`config.mk`:
```
export PLATFORM = sky130hd
export DESIGN_NAME = axis_width_downsizer
export DESIGN_NICKNAME = d
export VERILOG_FILES = /design/src/rtl/axis_width_downsizer.sv
export SDC_FILE = /design/constraint.sdc
export NUM_CORES = 1
export LEC_CHECK = 0
export ABC_AREA = 0
export BUFFER_PORTS_ARGS = -buffer_cell sky130_fd_sc_hd__buf_4
export CORE_MARGIN = 8
export CORE_UTILIZATION = 45
export CTS_CLUSTER_SIZE = 25
export DETAILED_ROUTE_END_ITERATION = 16
export PLACE_DENSITY = 0.7
export SYNTH_ARGS = -nofsm -noshare
export SYNTH_HDL_FRONTEND = slang
export SYNTH_SLANG_ARGS = --single-unit
```
`constraint.sdc`:
```
create_clock -name CLK -period 1.6 [get_ports CLK]
set_input_delay 0.08 -clock CLK [delete_from_list [all_inputs] [get_ports CLK]]
set_output_delay 0.08 -clock CLK [all_outputs]
set_load 0.02 [all_outputs]
```
`src/rtl/axis_width_downsizer.sv`:
```
// rtl/axis_width_downsizer.sv - AXI-Stream width downsizer, splits wide beats into narrow lanes LSB first.
// Lanes with all-zero TKEEP are skipped; TLAST moves to the last emitted lane.
module axis_width_downsizer #(
    parameter int S_DATA_WIDTH = 32,
    parameter int M_DATA_WIDTH = 8,
    parameter int USER_WIDTH   = 8,
    parameter int ID_WIDTH     = 4
) (
    input  logic                      CLK,
    input  logic                      RST,
    input  logic                      S_AXIS_TVALID,
    output logic                      S_AXIS_TREADY,
    input  logic [S_DATA_WIDTH-1:0]   S_AXIS_TDATA,
    input  logic [S_DATA_WIDTH/8-1:0] S_AXIS_TKEEP,
    input  logic [USER_WIDTH-1:0]     S_AXIS_TUSER,
    input  logic [ID_WIDTH-1:0]       S_AXIS_TID,
    input  logic                      S_AXIS_TLAST,
    output logic                      M_AXIS_TVALID,
    input  logic                      M_AXIS_TREADY,
    output logic [M_DATA_WIDTH-1:0]   M_AXIS_TDATA,
    output logic [M_DATA_WIDTH/8-1:0] M_AXIS_TKEEP,
    output logic [USER_WIDTH-1:0]     M_AXIS_TUSER,
    output logic [ID_WIDTH-1:0]       M_AXIS_TID,
    output logic                      M_AXIS_TLAST
);

    localparam int RATIO     = S_DATA_WIDTH / M_DATA_WIDTH;
    localparam int LANE_KEEP = M_DATA_WIDTH / 8;
    localparam int S_KEEP    = S_DATA_WIDTH / 8;
    localparam int IDX_W     = $clog2(RATIO);

    typedef enum logic {EMPTY, SEND} state_t;

    state_t                  state_q, state_d;
    logic [S_DATA_WIDTH-1:0] data_q, data_d;
    logic [S_KEEP-1:0]       keep_q, keep_d;
    logic [USER_WIDTH-1:0]   user_q, user_d;
    logic [ID_WIDTH-1:0]     id_q, id_d;
    logic                    last_q, last_d;
    logic [IDX_W-1:0]        idx_q, idx_d;

    logic [RATIO-1:0] live_held;
    logic [RATIO-1:0] live_in;
    logic [IDX_W-1:0] first_in;
    logic [IDX_W-1:0] next_idx;
    logic             has_next;
    logic             any_in;
    logic             full;
    logic             lane_final;
    logic             load;

    always_comb begin
        live_held = '0;
        live_in   = '0;
        for (int i = 0; i < RATIO; i++) begin
            live_held[i] = |keep_q[i*LANE_KEEP +: LANE_KEEP];
            live_in[i]   = |S_AXIS_TKEEP[i*LANE_KEEP +: LANE_KEEP];
        end
    end

    // Descending scans leave the lowest qualifying lane as the winner.
    always_comb begin
        first_in = '0;
        next_idx = idx_q;
        has_next = 1'b0;
        for (int i = RATIO - 1; i >= 0; i--) begin
            if (live_in[i]) begin
                first_in = IDX_W'(i);
            end
            if (live_held[i] && (i > int'(idx_q))) begin
                has_next = 1'b1;
                next_idx = IDX_W'(i);
            end
        end
    end

    assign any_in        = |live_in;
    assign full          = (state_q == SEND);
    assign lane_final    = ~has_next;
    assign S_AXIS_TREADY = ~RST & (~full | (M_AXIS_TREADY & lane_final));
    assign load          = S_AXIS_TVALID & S_AXIS_TREADY;

    always_comb begin
        state_d = state_q;
        data_d  = data_q;
        keep_d  = keep_q;
        user_d  = user_q;
        id_d    = id_q;
        last_d  = last_q;
        idx_d   = idx_q;
        if (full && M_AXIS_TREADY) begin
            if (has_next) begin
                idx_d = next_idx;
            end else begin
                state_d = EMPTY;
            end
        end
        // A beat with no live lanes and no TLAST is absorbed without ever going full.
        if (load) begin
            data_d  = S_AXIS_TDATA;
            keep_d  = S_AXIS_TKEEP;
            user_d  = S_AXIS_TUSER;
            id_d    = S_AXIS_TID;
            last_d  = S_AXIS_TLAST;
            idx_d   = first_in;
            state_d = (any_in || S_AXIS_TLAST) ? SEND : EMPTY;
        end
    end

    always_ff @(posedge CLK) begin
        if (RST) begin
            state_q <= EMPTY;
            data_q  <= '0;
            keep_q  <= '0;
            user_q  <= '0;
            id_q    <= '0;
            last_q  <= 1'b0;
            idx_q   <= '0;
        end else begin
            state_q <= state_d;
            data_q  <= data_d;
            keep_q  <= keep_d;
            user_q  <= user_d;
            id_q    <= id_d;
            last_q  <= last_d;
            idx_q   <= idx_d;
        end
    end

    assign M_AXIS_TVALID = full;
    assign M_AXIS_TDATA  = full ? data_q[int'(idx_q)*M_DATA_WIDTH +: M_DATA_WIDTH] : '0;
    assign M_AXIS_TKEEP  = full ? keep_q[int'(idx_q)*LANE_KEEP +: LANE_KEEP] : '0;
    assign M_AXIS_TUSER  = full ? user_q : '0;
    assign M_AXIS_TID    = full ? id_q : '0;
    assign M_AXIS_TLAST  = full & last_q & lane_final;

endmodule

```
==> results of run 1 <==
==> repair_timing <==
action	in CTS	in global routing
resized for setup	26	17
gates cloned	1	1
pin swaps	9	8
endpoints found under the setup margin	11	50
buffers inserted	5	5
==> registers in the layout (all words and copies together), names as in the netlist <==
signal,flops
data_q,32
user_q,8
id_q,4
keep_q,4
idx_q,2
M_AXIS_TVALID,1
last_q,1
==> cells in the final DEF, fill, tap and decap left out, types with 2 or more instances in the layout <==
| cell type | netlist | routed |
|---|---|---|
| a21oi_1 | 37 | 37 |
| a21oi_2 | 14 | 14 |
| a31oi_1 | 2 | 2 |
| and2_1 | 21 | 13 |
| and2_4 | 0 | 8 |
| buf_12 | 0 | 6 |
| buf_4 | 1 | 89 |
| buf_6 | 6 | 9 |
| buf_8 | 0 | 2 |
| clkbuf_8 | 0 | 5 |
| dfxtp_1 | 52 | 47 |
| dfxtp_2 | 0 | 2 |
| dfxtp_4 | 0 | 3 |
| inv_1 | 4 | 3 |
| mux4_2 | 5 | 8 |
| nand2_1 | 3 | 3 |
| nand2b_4 | 2 | 2 |
| nand4_1 | 50 | 50 |
| nor2_1 | 3 | 2 |
| nor3_2 | 0 | 2 |
| o31ai_1 | 49 | 49 |
==> layout make-up <==
type / instances / share of cell area [%]
multi-input cells: 210 / 42.0
flip-flops and latches: 52 / 27.5
repair buffers: 108 / 25.4
well taps: 77 / 2.51
clock buffers: 6 / 1.89
inverters: 5 / 0.587
clock inverters: 1 / 0.131
==> metal layers <==
layer  up-vias  part of all wire, %  GRT usage (%)
li1       1345                    -              -
met1      1359                   43           24.9
met2        93                   50           31.2
met3         7                  6.3           3.94
met4         0                 0.65           3.97
met5         -                    0              0
==> power by group through the flow <==
stage	Sequential, W	Combinational (W)	Clock [W]
3_5_place_dp	0.00148	0.000804	0
4_1_cts	0.00146	0.000847	0.000730
6_report	0.00146	0.000916	0.000732
3_3_place_gp	0.00148	0.000791	0
2_1_floorplan	0.00146	0.000501	0
5_1_grt	0.00147	0.000987	0.000798
==> worst min-delay path: stages <==
cell and delay, ps:
buf_4 110, nand4_1 60, a21oi_1 50
==> worst max-delay path by stage <==
stage                        start               to  slack (ps)  cells past startpoint
after floorplan           idx_q[1]     M_AXIS_TKEEP          70                      4
after global placement    idx_q[1]         idx_q[0]         -10                      5
after detailed placement  idx_q[1]         idx_q[0]         -30                      5
after CTS                 idx_q[0]  M_AXIS_TDATA[4]         -60                      4
after global routing      idx_q[1]    S_AXIS_TREADY        -130                      5
final                     idx_q[0]  M_AXIS_TDATA[0]         -60                      4
==> metrics by stage <==
step	hold WS (ps)	power (W)	TNS, ps	worst slack (ps)	utilization (%)
final	30.1	0.00310	-388	-61.1	61.4
after global routing	22.9	0.00325	-1860	-125	61.4
after detailed placement	354	0.00229	-26.9	-26.9	56.3
after CTS	28.8	0.00304	-436	-62.0	59.4
after global placement	352	0.00227	-10.5	-10.5	56.3
after floorplan	230	0.00196	0	74.0	-
==> logic make-up after synthesis <==
| group | after synthesis |
|---|---|
| multiplexers | 9 |
| flip-flops | 52 |
| buffers and inverters | 50 |
| AO/OA/AOI/OAI | 114 |
| AND/OR/NAND/NOR | 87 |
==> impl_metrics.ini, run 1 <==
[synth]
synth_xor_area_share_pct = 0
ys_types = 38
ys.warnings.count = 0
synth-seq-area-share_pct = 36.7
synth_top_area_cell = dfxtp_1
synth_edf_count = 0
synth-seq-cells = 52
syn_inst = 312
synth_compound_gate_area_share_pct = 28.1
synth_top_family_by_area = compound AO/OA/AOI/OAI gates
synth_adder_area_share_pct = 0
yosys-top-cells-area = dfxtp_1 37%, o31ai_1 13%, nand4_1 11%, a21oi_1 6.5%, and2_1 4.6%
synth_mux_area_share_pct = 7.09
synth-simple-area-share_pct = 19.1
post-synth-top-count-cell = dfxtp_1
synthFlopType = dfxtp_1
syn-cell-area_mm2 = 0.00284
synth_common_cells = 52 x dfxtp_1, 50 x nand4_1, 49 x o31ai_1
synth_async_sr_flop_share_pct = 0
syn_avg_cell_area_um2 = 9.10
syn_nets = 365
synth_top_area_share_pct = 36.7

[final_layout]
post_layout_nonfiller_instances = 459
fin_nets = 435
design_area_mm2 = 0.00383
multiInputGateArea_mm2 = 0.00161
regArea_mm2 = 0.00105
area_delta_synth_final_pct = 35.0
fillers = 561
layout-drive-gt1-share_pct = 43.5
antenna_cells = 0

[worst_setup_path]
reg2reg_slack_ps = 10
r2r_start = keep_q[3]
arrival_ps = 1580
cp_slowest_cell = mux4_2
path_max_fanout = 6
crit_path_start_kind = flop
critPathMaxStageDelay_ps = 500
r2r_cells = 6
cp-end-kind = primary output
cp.required_ps = 1520
crit_buf_inv = 2
crit_chain = buf_12 > mux4_2 > and2_4 > buf_6
crit_family = multiplexers
worst-setup-path-type = flop to primary output
reg2reg_to = keep_q[1]

[global_routing]
gr-usage-all-layers_pct = 18.9
grt_pass1_wl_um = 13900
antenna_found_initial = 0
grt-ovfl-total = 0
grt_start_max_net_pins = 52
grt_pass1_vias = 2794

[hold_path]
min_from = S_AXIS_TUSER[7]
hp-class = input port to flop
min_path_cells = 3
hold_end = user_q[7]

[clock_network]
cts_max_path_buffers = 2
clock_sinks = 52
clk_pin_slew_ps = 90
htree_num_levels = 2
cts-hold-fix-buffers = 0
cts_root_buf = clkbuf_8
numCtsBuffers = 5
insertion_delay_ps = 310
cts_tree = built

[placed_design]
portBuffers = 76
place_area_mm2 = 0.00352
place_congestion = 0.839
place_inst = 441
hpwl_um = 5730

[power]
ir_worst_vdd_mv = 0.407
clkPwrFrac_pct = 23.6
internal_power_w = 0.00213
sw_frac_of_total_pct = 31.3
comb_power_share_pct = 29.5
seq_power_share_pct = 46.9
power.switching_w = 0.000973
p_leak_nw = 1.54
power.density_mw_per_mm2 = 810

[die]
coreArea_mm2 = 0.00624
start_util_pct = 45.5
die_area_mm2 = 0.00911
die_w_um = 95.4
floorplan.rows = 29
io_pins = 77
dieHeight_um = 95.4

[drt]
viasPerCell = 6.11
vias = 2804
routed_wl_um = 8960
drt_iter0_markers = 142
drt_pre_antenna_iters = 4
ant_nets = 0
drc = 0
wl_per_cell_um = 19.5

[sta]
finalCriticalPeriod_ps = 1660
fmaxAchievable_ghz = 0.602
setup_viol = 9
worst_pin_slew_ps = 835
hold_viol_final = 0
slew_headroom_pct = 44.2
worst_slack_ps = -61.1
final.setup_skew_ps = 6.29
rsz0062_at_grt = true
layout_worst_path_cycle_share_pct = 104
drv_slew = 0

[run_status]
status = complete, but fails checks
violations = negative setup slack

[job]
maxCapViolCount = 0
Power figures use the tool's default switching activity.
==> inputs of run 2 (changes only) <==
Settings changed: ABC_CLOCK_PERIOD_IN_PS from default to 1600, RECOVER_POWER from default to 50.
==> run 2 against run 1 <==
The run still ends with negative setup slack left. Count of clock-buffer cells in the layout unchanged. Critical path type unchanged. Via count grew 0.32%. Maximum frequency hardly changed. Largest power group unchanged.
==> impl_metrics.ini, run 2 (same netlist as run 1, synthesis figures left out) <==
[run_status]
status = complete, but fails checks
violations = negative setup slack

[worst_setup_path]
cp.required_ps = 1520
arrival_ps = 1580
crit_family = flip-flops
path_max_fanout = 6
crit_buf_inv = 2
worst-setup-path-type = flop to primary output
cp_slowest_cell = dfxtp_4
cp-end-kind = primary output
crit_chain = nand2b_4 > a211oi_4 > buf_8 > nor3_2 > buf_4
crit_path_start_kind = flop
critPathMaxStageDelay_ps = 390

[placed_design]
place_inst = 441
portBuffers = 76
place_congestion = 0.839
pre_cts_slack_ps = -26.9
hpwl_um = 5730

[sta]
worst_pin_slew_ps = 826
hold_viol_final = 0
drv_slew = 0
hold_ws_ps = 29.5
layout_worst_path_cycle_share_pct = 104
rsz0062_at_grt = true
final.setup_skew_ps = 5.93
worst_slack_ps = -60.4
setup_viol = 10
slew_headroom_pct = 44.9
fmaxAchievable_ghz = 0.602
finalCriticalPeriod_ps = 1660

[die]
die_area_mm2 = 0.00911
dieHeight_um = 95.4
die_w_um = 95.4
io_pins = 77
start_util_pct = 45.5
floorplan.rows = 29
coreArea_mm2 = 0.00624

[final_layout]
fillers = 556
layout-drive-gt1-share_pct = 41.9
final_util_pct = 61.1
top_register = data_q
largestRegisters = data_q (32), user_q (8)
largest_reg_flops = 32
post_layout_nonfiller_instances = 459
fin_nets = 435
final_common_cell = buf_4
area_delta_synth_final_pct = 34.2
antenna_cells = 0
most-common-layout-cells = 83 x buf_4, 50 x nand4_1, 49 x o31ai_1

[drt]
wl_per_cell_um = 19.5
vias = 2813
drt_iter0_markers = 123
routed_wl_um = 8930
viasPerCell = 6.13
ant_nets = 0
drc = 0
drt_pre_antenna_iters = 4

[clock_network]
insertion_delay_ps = 300
numCtsBuffers = 5
cts-hold-fix-buffers = 0
clk_pin_slew_ps = 100
clock_sinks = 52
htree_num_levels = 2
cts_root_buf = clkbuf_8
cts_max_path_buffers = 2
cts_tree = built

[global_routing]
grt_start_max_net_pins = 52
grt_pass1_wl_um = 13900
antenna_found_initial = 0
gr-usage-all-layers_pct = 18.9
grt_pass1_vias = 2794
grt-ovfl-total = 0

[job]
maxCapViolCount = 0

[power]
power.density_mw_per_mm2 = 814
p_leak_nw = 1.51
power_w = 0.00310
ir_worst_vdd_mv = 0.407

[hold_path]
hp-class = input port to flop
run 2: changes by cell type in the layout (fill, tap and decap cells not counted), sizes merged:
| cell | previous run | this run |
|---|---|---|
| buf | 107 | 101 |
| clkbuf | 7 | 13 |
run 2: through the flow:
stage,cell area [µm²],TNS (ps)
detailed placement,3520,-26.9
global placement,3520,-10.5
CTS,3710,-436
floorplan,2840,0
finish,3810,-401
global route,3810,-1860
run 2: cell type report:
| class | count | area [µm²] | area share, % |
|---|---|---|---|
| Tap cell | 77 | 96.3 | 2.53 |
| Clock inverter | 1 | 5.00 | 0.131 |
| Timing Repair Buffer | 108 | 950 | 24.9 |
| Multi-Input combinational cell | 210 | 1610 | 42.3 |
| Inverter | 5 | 22.5 | 0.591 |
| Clock buffer | 6 | 72.6 | 1.90 |
| Sequential cell | 52 | 1050 | 27.7 |
run 2: repair_timing:
action / CTS / global route
setup buffers: 5 / 5
pin swaps: 9 / 8
setup endpoints to repair: 11 / 50
cloned: 1 / 1
resized for setup: 26 / 17
run 2: final timing paths:
kind	start	end	slack (ps)	cells after the start
max	idx_q[1]	S_AXIS_TREADY	-60	5
min	S_AXIS_TUSER[7]	user_q[7]	30	3
max reg2reg	keep_q[3]	keep_q[1]	0	6
min reg2reg	data_q[24]	data_q[24]	480	2
run 2: worst min-delay path: stages:
cell and delay [ps]:
buf_4 110, nand4_1 60, a21oi_1 50
run 2: report_power, final:
group          internal [W]  switching, W
clock              0.000299      0.000434
combinational      0.000437      0.000473
sequential          0.00139     0.0000666
total               0.00213      0.000974
run 2: per-layer routing:
metal  vias up  global-route usage [%]  share of wire, %
met1      1362                    24.9                43
met4         0                    3.97              0.87
met3        11                    3.94               6.0
li1       1347                       -                 -
met5         -                       0                 0
met2        93                    31.2                50
